**src/rtl/spi_pkg.sv**
```systemverilog
// rtl/spi_pkg.sv - shared SPI constants and receiver state encoding
package spi_pkg;
  localparam int DATA_W = 12;

  typedef enum logic [1:0] {IDLE, SHIFT, LOAD} rx_state_t;
endpackage

```
**src/rtl/spi_slave_rx_if.sv**
```systemverilog
// rtl/spi_slave_rx_if.sv - SPI pins plus received-word valid/ready port
interface spi_slave_rx_if #(parameter int DATA_W = spi_pkg::DATA_W);
  logic              sclk;
  logic              cs;
  logic              mosi;
  logic [DATA_W-1:0] dout;
  logic              dout_valid;
  logic              dout_ready;
  logic              frame_err;
  logic              overrun;

  modport master (
    output sclk, cs, mosi, dout_ready,
    input  dout, dout_valid, frame_err, overrun
  );

  modport slave (
    input  sclk, cs, mosi, dout_ready,
    output dout, dout_valid, frame_err, overrun
  );
endinterface

```
**src/rtl/spi_sync_edge.sv**
```systemverilog
// rtl/spi_sync_edge.sv - multi-flop synchronizer with registered edge pulses
module spi_sync_edge #(
  parameter int   SYNC_STAGES = 2,
  parameter logic RST_VAL     = 1'b0
) (
  input  logic clk,
  input  logic rst,
  input  logic async_in,
  output logic sync_out,
  output logic rise,
  output logic fall
);
  logic [SYNC_STAGES-1:0] r_sync;
  logic                   r_prev;
  logic                   r_rise;
  logic                   r_fall;

  // Edge pulses are registered, adding one cycle after sync_out changes.
  always_ff @(posedge clk) begin
    if (!rst) begin
      r_sync <= {SYNC_STAGES{RST_VAL}};
      r_prev <= RST_VAL;
      r_rise <= 1'b0;
      r_fall <= 1'b0;
    end else begin
      r_sync <= {r_sync[SYNC_STAGES-2:0], async_in};
      r_prev <= r_sync[SYNC_STAGES-1];
      r_rise <= r_sync[SYNC_STAGES-1] & ~r_prev;
      r_fall <= ~r_sync[SYNC_STAGES-1] & r_prev;
    end
  end

  assign sync_out = r_sync[SYNC_STAGES-1];
  assign rise     = r_rise;
  assign fall     = r_fall;
endmodule

```
**src/rtl/spi_slave_rx.sv**
```systemverilog
// rtl/spi_slave_rx.sv - SPI receive endpoint: LSB-first word assembly onto valid/ready
module spi_slave_rx #(
  parameter int DATA_W      = spi_pkg::DATA_W,
  parameter int SYNC_STAGES = 2
) (
  input logic           clk,
  input logic           rst,
  spi_slave_rx_if.slave bus
);
  import spi_pkg::*;

  localparam int              CNT_W    = $clog2(DATA_W);
  localparam logic [CNT_W-1:0] LAST_BIT = CNT_W'(DATA_W - 1);

  logic w_sclk_fall;
  logic w_cs_s;
  logic w_mosi_s;

  spi_sync_edge #(.SYNC_STAGES(SYNC_STAGES), .RST_VAL(1'b0)) u_sclk (
    .clk(clk), .rst(rst), .async_in(bus.sclk), .sync_out(), .rise(), .fall(w_sclk_fall)
  );
  spi_sync_edge #(.SYNC_STAGES(SYNC_STAGES), .RST_VAL(1'b1)) u_cs (
    .clk(clk), .rst(rst), .async_in(bus.cs), .sync_out(w_cs_s), .rise(), .fall()
  );
  spi_sync_edge #(.SYNC_STAGES(SYNC_STAGES), .RST_VAL(1'b0)) u_mosi (
    .clk(clk), .rst(rst), .async_in(bus.mosi), .sync_out(w_mosi_s), .rise(), .fall()
  );

  rx_state_t         r_state, w_state;
  logic [DATA_W-1:0] r_shreg, w_shreg;
  logic [CNT_W-1:0]  r_cnt, w_cnt;
  logic [DATA_W-1:0] r_dout, w_dout;
  logic              r_dout_valid, w_dout_valid;
  logic              r_frame_err, w_frame_err;
  logic              r_overrun, w_overrun;

  always_ff @(posedge clk) begin
    if (!rst) begin
      r_state      <= IDLE;
      r_shreg      <= '0;
      r_cnt        <= '0;
      r_dout       <= '0;
      r_dout_valid <= 1'b0;
      r_frame_err  <= 1'b0;
      r_overrun    <= 1'b0;
    end else begin
      r_state      <= w_state;
      r_shreg      <= w_shreg;
      r_cnt        <= w_cnt;
      r_dout       <= w_dout;
      r_dout_valid <= w_dout_valid;
      r_frame_err  <= w_frame_err;
      r_overrun    <= w_overrun;
    end
  end

  always_comb begin
    w_state      = r_state;
    w_shreg      = r_shreg;
    w_cnt        = r_cnt;
    w_dout       = r_dout;
    w_dout_valid = r_dout_valid;
    w_frame_err  = 1'b0;
    w_overrun    = 1'b0;

    if (r_dout_valid && bus.dout_ready) w_dout_valid = 1'b0;

    case (r_state)
      IDLE: begin
        w_cnt = '0;
        if (!w_cs_s) w_state = SHIFT;
      end
      SHIFT: begin
        if (w_sclk_fall) begin
          w_shreg = {w_mosi_s, r_shreg[DATA_W-1:1]};
          if (r_cnt == LAST_BIT) begin
            w_cnt   = '0;
            w_state = LOAD;
          end else begin
            w_cnt = r_cnt + 1'b1;
          end
        end else if (w_cs_s) begin
          w_frame_err = (r_cnt != '0);
          w_cnt       = '0;
          w_state     = IDLE;
        end
      end
      LOAD: begin
        // A word being consumed this very cycle frees the slot for the new one.
        if (!r_dout_valid || bus.dout_ready) begin
          w_dout       = r_shreg;
          w_dout_valid = 1'b1;
        end else begin
          w_overrun = 1'b1;
        end
        w_state = w_cs_s ? IDLE : SHIFT;
      end
      default: w_state = IDLE;
    endcase
  end

  assign bus.dout       = r_dout;
  assign bus.dout_valid = r_dout_valid;
  assign bus.frame_err  = r_frame_err;
  assign bus.overrun    = r_overrun;
endmodule

```
**src/flat_wrapper.sv**
```systemverilog
// flat-port wrapper written by rule: the top's interface ports become plain ports
module spi_slave_rx_flat import spi_pkg::*;
#(
  parameter int DATA_W      = spi_pkg::DATA_W,
  parameter int SYNC_STAGES = 2
)
  (clk, rst, bus_sclk, bus_cs, bus_mosi, bus_dout_ready, bus_dout, bus_dout_valid, bus_frame_err, bus_overrun);
  spi_slave_rx_if #(.DATA_W(DATA_W)) bus_i ();
  input logic clk;
  input logic rst;
  input wire logic [$bits(bus_i.sclk)-1:0] bus_sclk;
  input wire logic [$bits(bus_i.cs)-1:0] bus_cs;
  input wire logic [$bits(bus_i.mosi)-1:0] bus_mosi;
  input wire logic [$bits(bus_i.dout_ready)-1:0] bus_dout_ready;
  output wire logic [$bits(bus_i.dout)-1:0] bus_dout;
  output wire logic [$bits(bus_i.dout_valid)-1:0] bus_dout_valid;
  output wire logic [$bits(bus_i.frame_err)-1:0] bus_frame_err;
  output wire logic [$bits(bus_i.overrun)-1:0] bus_overrun;
  assign bus_i.sclk = bus_sclk;
  assign bus_i.cs = bus_cs;
  assign bus_i.mosi = bus_mosi;
  assign bus_i.dout_ready = bus_dout_ready;
  assign bus_dout = bus_i.dout;
  assign bus_dout_valid = bus_i.dout_valid;
  assign bus_frame_err = bus_i.frame_err;
  assign bus_overrun = bus_i.overrun;
  spi_slave_rx #(.DATA_W(DATA_W), .SYNC_STAGES(SYNC_STAGES)) u_core (.clk(clk), .rst(rst), .bus(bus_i));
endmodule
```
**config.mk**
```make
export PLATFORM = sky130hd
export DESIGN_NAME = spi_slave_rx_flat
export DESIGN_NICKNAME = d
export VERILOG_FILES = /design/src/rtl/spi_pkg.sv /design/src/rtl/spi_slave_rx_if.sv /design/src/rtl/spi_sync_edge.sv /design/src/rtl/spi_slave_rx.sv /design/src/flat_wrapper.sv
export SDC_FILE = /design/constraint.sdc
export NUM_CORES = 1
export LEC_CHECK = 0
export BUFFER_PORTS_ARGS = -buffer_cell sky130_fd_sc_hd__buf_2
export CORE_ASPECT_RATIO = 0.75
export CORE_MARGIN = 10
export CORE_UTILIZATION = 45
export DETAILED_ROUTE_END_ITERATION = 16
export HOLD_SLACK_MARGIN = 0.03
export PLACE_DENSITY = 0.75
export RECOVER_POWER = 25
export SYNTH_ARGS = -nofsm -noshare
export SYNTH_HDL_FRONTEND = slang
export SYNTH_SLANG_ARGS = --single-unit
```
**constraint.sdc**
```tcl
create_clock -name clk -period 2.71 [get_ports clk]
set_clock_uncertainty 0.05 [all_clocks]
set_input_delay 0.4065 -clock clk [delete_from_list [all_inputs] [get_ports clk]]
set_output_delay 0.4065 -clock clk [all_outputs]
set_load 0.02 [all_outputs]
```
==> summary.txt, run 1 <==
STA
  • Final setup fails: 0
  • Worst Tran Pin Value: 0.8829 ns
  • Setup tns final: 0 ns
  • Fin crit share: 58.10%
  • Min Tclk post-route: 1.575 ns
  • Final number of hold-violating endpoints: 0
  • Max-slew violations: 0
  • FMAX: 635.1 MHz
  • RSZ-0062 raised after global routing: no
  • Rel. slew slack: 41.07%

CTS
  • Postcts setup bufs: 0
  • Clk sink count: 41
  • Maximum root-to-sink buffer count: 2
  • Num CTS Buffers: 5
  • Clock Tree Root: clkbuf_8
  • H-tree levels: 2
  • Clk_lat worst skew: 0.28 ns
  • PostCTS Resize Cnt: 0
  • Worst-path clk slew: 0.07 ns
  • CTS tree: done
  • CTS Hold Bufs: 0

Detailed routing
  • Routed Wire Length: 2956 um
  • Routed len/inst: 12.85 um
  • Initial drt markers: 114
  • DR vias/cell: 5.243
  • DRT Pass-1 Iters: 4
  • Detail Route Antenna Nets: 0
  • Vias: 1206
  • # DRC: 0

Setup path
  • WP data required: 2.86 ns
  • Crit Path Category: flop to flop
  • CP endpoint: u_core.r_cnt[3]
  • Critical Path AT: 1.73 ns
  • Crit path launch type: flop
  • Worst reg2reg path depth: 3
  • Critical Path Sink Type: flop
  • Worst reg2reg endpoint: u_core.r_cnt[3]
  • Worst r2r src: u_core.r_state[0]
  • R2R setup slack: 1.14 ns
  • Setup crit start: u_core.r_state[0]
  • Crit-path max FO: 19

Logic synthesis
  • Post-Syn Area: 1519 um2
  • Cells after Synth: 173
  • Sequential area share after synthesis: 54.04%
  • Top area cells in the synthesized netlist: dfxtp_1, a21oi_1, nand2_1
  • Post-synth cell types: 28
  • Mean post-synth cell area: 8.780 um2
  • Synthesized flop and latch total: 41
  • Synthesis Warnings: 0
  • Syn_nets: 181
  • Yosys top cell area share: 54.04%
  • Largest area contributor in the netlist: dfxtp_1

Final layout
  • Non-filler cells, final: 230
  • ANT cells: 0
  • Layout fillers: 323
  • Fin nets: 197
  • Commonest cells after routing, fill and taps aside: dfxtp_1, nand2_1, a21oi_1
  • Share of cells above drive strength 1: 12.11%
  • P&R area growth vs syn: 12.03%
  • Commonest non-fill, non-tap cell in the layout: dfxtp_1

Floorplan
  • Die width: 87.09 um
  • Die area: 6123 um2
  • Boundary Pins: 21
  • Core area: 3266 um2
  • Row count: 18
  • Initial Utilization: 46.51%
  • Die Span Y: 70.32 um

Job
  • Total of max-cap violations: 0

Min path
  • Hold Path Class: input pin to flop
  • Worst Hold Launch: bus_cs

Placement
  • DP Cell Count: 222
  • Final GP Congestion: 0.7958
  • IO buf count: 20
  • DP HPWL: 2022 um

Status
  • Status: finished clean

Global routing
  • Largest net degree at the start of global routing: 31
  • Antenna violations before repair: 0
  • Number of global-route vias before repair: 1112
  • GRT overflow: 0
  • First-pass GRT wire length: 5050 um
  • Total track usage: 9.852%

Power and ir drop
  • Peak VDD IR: 0.3008 mV
  • Leakage: 0.6262 nW
  • Cell area power density: 618.2 nW/um2
==> state kept, by name, summed over array words and instances (netlist names) <==
| register | cells |
|---|---|
| u_core.bus.overrun | 1 |
| u_core.r_cnt | 4 |
| u_core.u_sclk.fall | 1 |
| u_core.r_state | 2 |
| u_core.bus.frame_err | 1 |
| u_core.u_mosi.r_sync | 2 |
| u_core.bus.dout | 12 |
| u_core.bus.dout_valid | 1 |
| u_core.u_sclk.r_prev | 1 |
| u_core.u_sclk.r_sync | 2 |
| u_core.r_shreg | 12 |
| u_core.u_cs.r_sync | 2 |
==> routing by layer <==
layer / GRT usage [%] / vias to the layer above / wire length, um
met3: 4.171 / 4 / 180
li1: - / 617 / -
met2: 14.62 / 28 / 1299
met1: 12.40 / 557 / 1443
met4: 3.232 / 0 / 32
met5: 0 / - / 0
==> Yosys cell counts (all sizes together) <==
cell	instances
a2111oi	1
a211oi	2
a21oi	27
a22oi	1
a31oi	1
and2	5
and2b	1
and3b	1
buf	5
clkbuf	6
dfxtp	41
ha	2
inv	6
nand2	27
nand2b	4
nand3	14
nand3b	3
nand4	2
nor2	3
nor2b	1
nor3	1
nor3b	1
o21ai	17
or3	1
==> how the worst min path moves through the flow <==
stage / depth (start not counted) / to
finish: 2 / u_core.u_cs.r_sync[0]
global route: 2 / u_core.u_cs.r_sync[0]
CTS: 2 / u_core.u_cs.r_sync[0]
detailed placement: 1 / u_core.u_cs.r_sync[1]
global placement: 1 / u_core.u_cs.r_sync[1]
floorplan: 1 / u_core.u_sclk.fall
==> metrics by stage <==
step | setup WS [ns] | total power [mW] | hold WS [ns] | area, um2 | util (%)
finish | 1.135 | 1.052 | 0.2472 | 1702 | 52.11
global placement | 1.152 | 0.6410 | 0.3448 | 1609 | 49.27
global route | 1.000 | 1.090 | 0.2560 | 1702 | 52.11
detailed placement | 1.126 | 0.6417 | 0.3456 | 1609 | 49.27
CTS | 1.130 | 1.068 | 0.2383 | 1710 | 52.38
floorplan | 1.491 | 0.6359 | 0.3327 | 1519 | -
==> where the power goes <==
| part | switching, mW | internal [mW] |
|---|---|---|
| combinational | 0.0116 | 0.00582 |
| sequential | 0.00247 | 0.607 |
| clock | 0.195 | 0.230 |
==> final cells by class <==
type	instances	area [um2]	share of cell area (%)
Clock buffer	7	96.34	5.662
Clock inverter	1	5.005	0.2941
Inverter	6	22.52	1.324
Multi-Input combinational cell	115	615.6	36.18
Sequential cell	41	820.8	48.24
Tap cell	40	50.05	2.941
Timing Repair Buffer	20	91.34	5.368
==> kinds of logic after synthesis <==
family	synth area share (%)
AND/OR/NAND/NOR	21.58
flip-flops	54.04
adder cells (fa/ha/maj)	1.647
buffers and inverters	5.436
AO/OA/AOI/OAI	17.30
==> critical path, stage by stage (launching register included) <==
cell	delay [ns]
dfxtp_1	0.46
and3b_1	0.62
nand4_1	0.16
a31oi_1	0.20
Power figures use the tool's default switching activity.
==> inputs of run 2 (changes only) <==
PLACE_DENSITY = 0.77   (was 0.75)
clock period = 1.4 ns   (was 2.71 ns; I/O delays follow)
==> run 2 against run 1 <==
- critical path depth did not move
- via count grew 4.4%
- non-clock buffer count grew 11
- setup slack lost 1.0 ns
- cell count grew 4.8%
- sequential power rose by 93%
- combinational power rose to 2.6 times the previous value
- cell area increased by 8.6%
- clock power increased by 130%
==> summary.txt, run 2 (same netlist as run 1, synthesis figures left out) <==
STA
  • Min Tclk post-route: 1.309 ns
  • Rel. slew slack: 65.81%
  • Final number of hold-violating endpoints: 0
  • FMAX: 764.1 MHz
  • Max-slew violations: 0
  • Final setup margin: 0.09120 ns
  • Fin crit share: 93.49%
  • Worst Tran Pin Value: 0.5128 ns
  • Final setup fails: 0
  • RSZ-0062 raised after global routing: no

Power and ir drop
  • Peak VDD IR: 0.8239 mV
  • Cell area power density: 1184 nW/um2
  • Leakage: 0.6963 nW

Final layout
  • Commonest cells after routing, fill and taps aside: dfxtp_1, nand2_1, a21oi_1
  • Commonest non-fill, non-tap cell in the layout: dfxtp_1
  • Sequential cell area: 820.8 um2
  • P&R area growth vs syn: 21.66%
  • Share of cells above drive strength 1: 17.91%
  • Multi-input logic area: 630.6 um2
  • ANT cells: 0
  • Layout fillers: 295
  • Non-filler cells, final: 241
  • Fin nets: 208
  • Fin area: 1848 um2

Detailed routing
  • DRT Pass-1 Iters: 4
  • Initial drt markers: 96
  • Routed Wire Length: 3101 um
  • DR vias/cell: 5.224
  • Detail Route Antenna Nets: 0
  • Vias: 1259
  • Routed len/inst: 12.87 um
  • # DRC: 0

Floorplan
  • Die width: 87.09 um
  • Die Span Y: 70.32 um
  • Row count: 18
  • Boundary Pins: 21
  • Core area: 3266 um2
  • Initial Utilization: 46.51%
  • Die area: 6123 um2

Global routing
  • First-pass GRT wire length: 5264 um
  • GRT overflow: 0
  • Antenna violations before repair: 0
  • Total track usage: 10.49%
  • Largest net degree at the start of global routing: 31
  • Number of global-route vias before repair: 1141

Placement
  • DP Worst Slack: -0.01733 ns
  • DP HPWL: 2101 um
  • Area after DPL: 1702 um2
  • DP Cell Count: 231
  • IO buf count: 20
  • Final GP Congestion: 0.7780

CTS
  • H-tree levels: 2
  • CTS tree: done
  • CTS Hold Bufs: 0
  • Worst-path clk slew: 0.07 ns
  • Num CTS Buffers: 5
  • Clk sink count: 41
  • Clk_lat worst skew: 0.29 ns
  • Clock Tree Root: clkbuf_8
  • Maximum root-to-sink buffer count: 2

Setup path
  • Crit path launch type: flop
  • Worst reg2reg path depth: 3
  • Critical Path AT: 1.44 ns
  • Critical Path Sink Type: flop
  • Crit Path Category: flop to flop
  • WP data required: 1.53 ns
  • Crit-path max FO: 10

Min path
  • Worst hold stages: 2
  • Hold Path Class: input pin to flop

Status
  • Status: finished clean

Job
  • Total of max-cap violations: 0
## run 2: cell types whose count changed in the layout (fill, tap and decap cells not counted), moves of 3 or more
cell    delta
and2_0     -4
and2_1     +4
buf_12     +3
buf_4      +7
## run 2: path summary, 6_finish.rpt
kind	startpoint	to	slack, ns
worst max-delay path	u_core.r_state[1]	u_core.r_cnt[2]	0.09
worst min-delay path	bus_cs	u_core.u_cs.r_sync[0]	0.05
worst max register to register	u_core.r_state[1]	u_core.r_cnt[2]	0.09
worst min register to register	u_core.u_sclk.r_sync[1]	u_core.u_sclk.fall	0.36
## run 2: per-stage QoR
step           util [%]  TNS [ns]  hold WS, ns  power (mW)
2_1_floorplan         -         0       0.2615       1.231
3_5_place_dp      52.11  -0.02694       0.3430       1.253
3_3_place_gp      52.11         0       0.3409       1.252
6_report          56.59         0      0.04505       2.188
5_1_grt           56.59         0      0.04441       2.265
4_1_cts           55.79         0      0.03865       2.207
## run 2: layer usage
layer	share of wire (%)	GRT usage, %	wire length (um)	vias up
li1	-	-	-	643
met1	49	13.69	1532	577
met2	43	14.62	1328	39
met3	7.8	4.751	241	0
met4	0	3.770	0	0
met5	0	0	0	-
## run 2: worst max-delay path: stages (launching register included)
cell      delay [ns]
dfxtp_1         0.51
and3b_2         0.31
a211oi_1        0.24
o21ai_1         0.09
## run 2: power breakdown
group	leakage [nW]	switching [mW]	total, mW	internal, mW
logic	0.306	0.0261	0.0461	0.0200
clock network	0.0585	0.382	0.963	0.581
registers	0.332	0.00414	1.18	1.18
total	0.696	0.412	2.19	1.78
## run 2: final cells by class
class,instances,share of cell area [%]
clock buffers,7,4.672
clock inverters,1,1.625
inverters,6,1.219
multi-input cells,115,34.12
flip-flops and latches,41,44.41
well taps,40,2.708
repair buffers,31,11.24
## run 2: timing repair
item                                    in CTS  in global routing
gates resized for setup                      2                  3
endpoints found under the setup margin       5                  5
pin swaps                                    0                  0
endpoints found under the hold margin        0                  0
setup buffers                                0                  2
==> inputs of run 3 (changes only) <==
PLACE_DENSITY = 0.75   (was 0.77)
clock period = 1.47 ns   (was 1.4 ns; I/O delays follow)
==> run 3 against run 2 <==
- count of clock-buffer cells in the layout is the same
- sequential cell count is the same
- cell area shrank 3.8%
- utilization shrank 2.1 points
- clock power shrank 2.8%
- highest routed layer is now met4
- routed wire length shrank 0.97%
==> summary.txt, run 3 (same netlist as run 1, synthesis figures left out) <==
Global routing
  • Total track usage: 10.54%
  • Global route hottest layer: met2
  • Grt met3 use: 4.287%
  • Routing usage on met1: 13.21%
  • Met2 Resource Use GR: 15.27%
  • First-pass GRT wire length: 5340 um
  • GRT overflow: 0
  • Antenna violations before repair: 0
  • Number of global-route vias before repair: 1179
  • Largest net degree at the start of global routing: 31

Setup path
  • Critical Path AT: 1.43 ns
  • Crit Path Category: flop to flop
  • Worst reg2reg path depth: 4
  • Crit path launch type: flop
  • Critical Path Sink Type: flop
  • WP data required: 1.64 ns
  • Crit-path max FO: 13

STA
  • Min Tclk post-route: 1.257 ns
  • Fin crit share: 85.50%
  • Setup tns final: 0 ns
  • FMAX: 795.6 MHz
  • Final setup fails: 0
  • Worst Tran Pin Value: 0.5067 ns
  • Max-slew violations: 0
  • RSZ-0062 raised after global routing: no
  • Final number of hold-violating endpoints: 0
  • Rel. slew slack: 66.22%

Floorplan
  • Die area: 6123 um2
  • Initial Utilization: 46.51%
  • Row count: 18
  • Boundary Pins: 21
  • Die Span Y: 70.32 um
  • Core area: 3266 um2
  • Die width: 87.09 um

Detailed routing
  • Vias: 1220
  • Detail Route Antenna Nets: 0
  • # DRC: 0
  • Initial drt markers: 95
  • DRT Pass-1 Iters: 4
  • Routed len/inst: 12.96 um
  • DR vias/cell: 5.148
  • Routed Wire Length: 3071 um

Power and ir drop
  • Leakage: 0.6691 nW
  • Cell area power density: 1180 nW/um2
  • Peak VDD IR: 0.5660 mV

CTS
  • H-tree levels: 2
  • Clock Tree Root: clkbuf_8
  • PostCTS Resize Cnt: 0
  • CTS tree: done
  • Clk sink count: 41
  • Clk_lat worst skew: 0.29 ns
  • Maximum root-to-sink buffer count: 2
  • Postcts setup bufs: 0
  • Worst-path clk slew: 0.08 ns
  • CTS Hold Bufs: 0
  • Num CTS Buffers: 5

Final layout
  • P&R area growth vs syn: 17.05%
  • Commonest non-fill, non-tap cell in the layout: dfxtp_1
  • Commonest cells after routing, fill and taps aside: dfxtp_1, nand2_1, a21oi_1
  • Layout fillers: 315
  • Sequential cell area: 820.8 um2
  • Multi-input logic area: 624.3 um2
  • Share of cells above drive strength 1: 16.24%
  • Fin nets: 204
  • ANT cells: 0
  • Final Util: 54.44%

Placement
  • IO buf count: 20
  • DP HPWL: 2056 um
  • Final GP Congestion: 0.7788

Min path
  • Hold Path Class: input pin to flop
  • Worst hold stages: 2

Job
  • Total of max-cap violations: 0

Status
  • Status: finished clean
==> run 3: final timing paths <==
kind                    startpoint                     to  slack (ns)
max              u_core.r_state[1]      u_core.r_shreg[2]        0.21
min                         bus_cs  u_core.u_cs.r_sync[0]        0.06
max reg2reg      u_core.r_state[1]      u_core.r_shreg[2]        0.21
min reg2reg  u_core.u_cs.r_sync[0]  u_core.u_cs.r_sync[1]        0.36
==> run 3: per-layer routing <==
metal	share of wire [%]	vias to the layer above	wire, um
met5	0	-	0
met4	2.5	0	77
met3	5.2	7	160
met2	41	17	1254
met1	51	565	1578
li1	-	631	-
==> run 3: through the flow <==
stage               power, mW  instance area, um2  hold WS [ns]  std cells  setup WS (ns)
detailed placement      1.188                1662        0.3460        229        0.07290
finish                  2.098                1778       0.05865        237         0.2131
global route            2.172                1778       0.06609        237         0.1089
global placement        1.187                1662        0.3403        229        0.09277
floorplan               1.172                1519        0.2720        173         0.2509
CTS                     2.108                1778       0.05836        237        0.04279
==> run 3: report_power, final <==
part           internal (mW)  leakage [nW]  total [mW]  switching (mW)
logic                 0.0145         0.279      0.0389          0.0244
clock network          0.554        0.0585       0.936           0.383
registers               1.12         0.332        1.12         0.00337
==> run 3: worst max-delay path: stages, from the launching register on <==
cell	delay, ns
dfxtp_1	0.34
and3b_2	0.41
buf_4	0.20
nand2_1	0.06
a21oi_1	0.13
==> run 3: final cells by class <==
| type | count | area share (%) |
|---|---|---|
| Tap cell | 40 | 2.815 |
| Clock buffer | 7 | 4.856 |
| Multi-Input combinational cell | 115 | 35.12 |
| Clock inverter | 1 | 1.689 |
| Sequential cell | 41 | 46.16 |
| Inverter | 6 | 1.267 |
| Timing Repair Buffer | 27 | 8.093 |
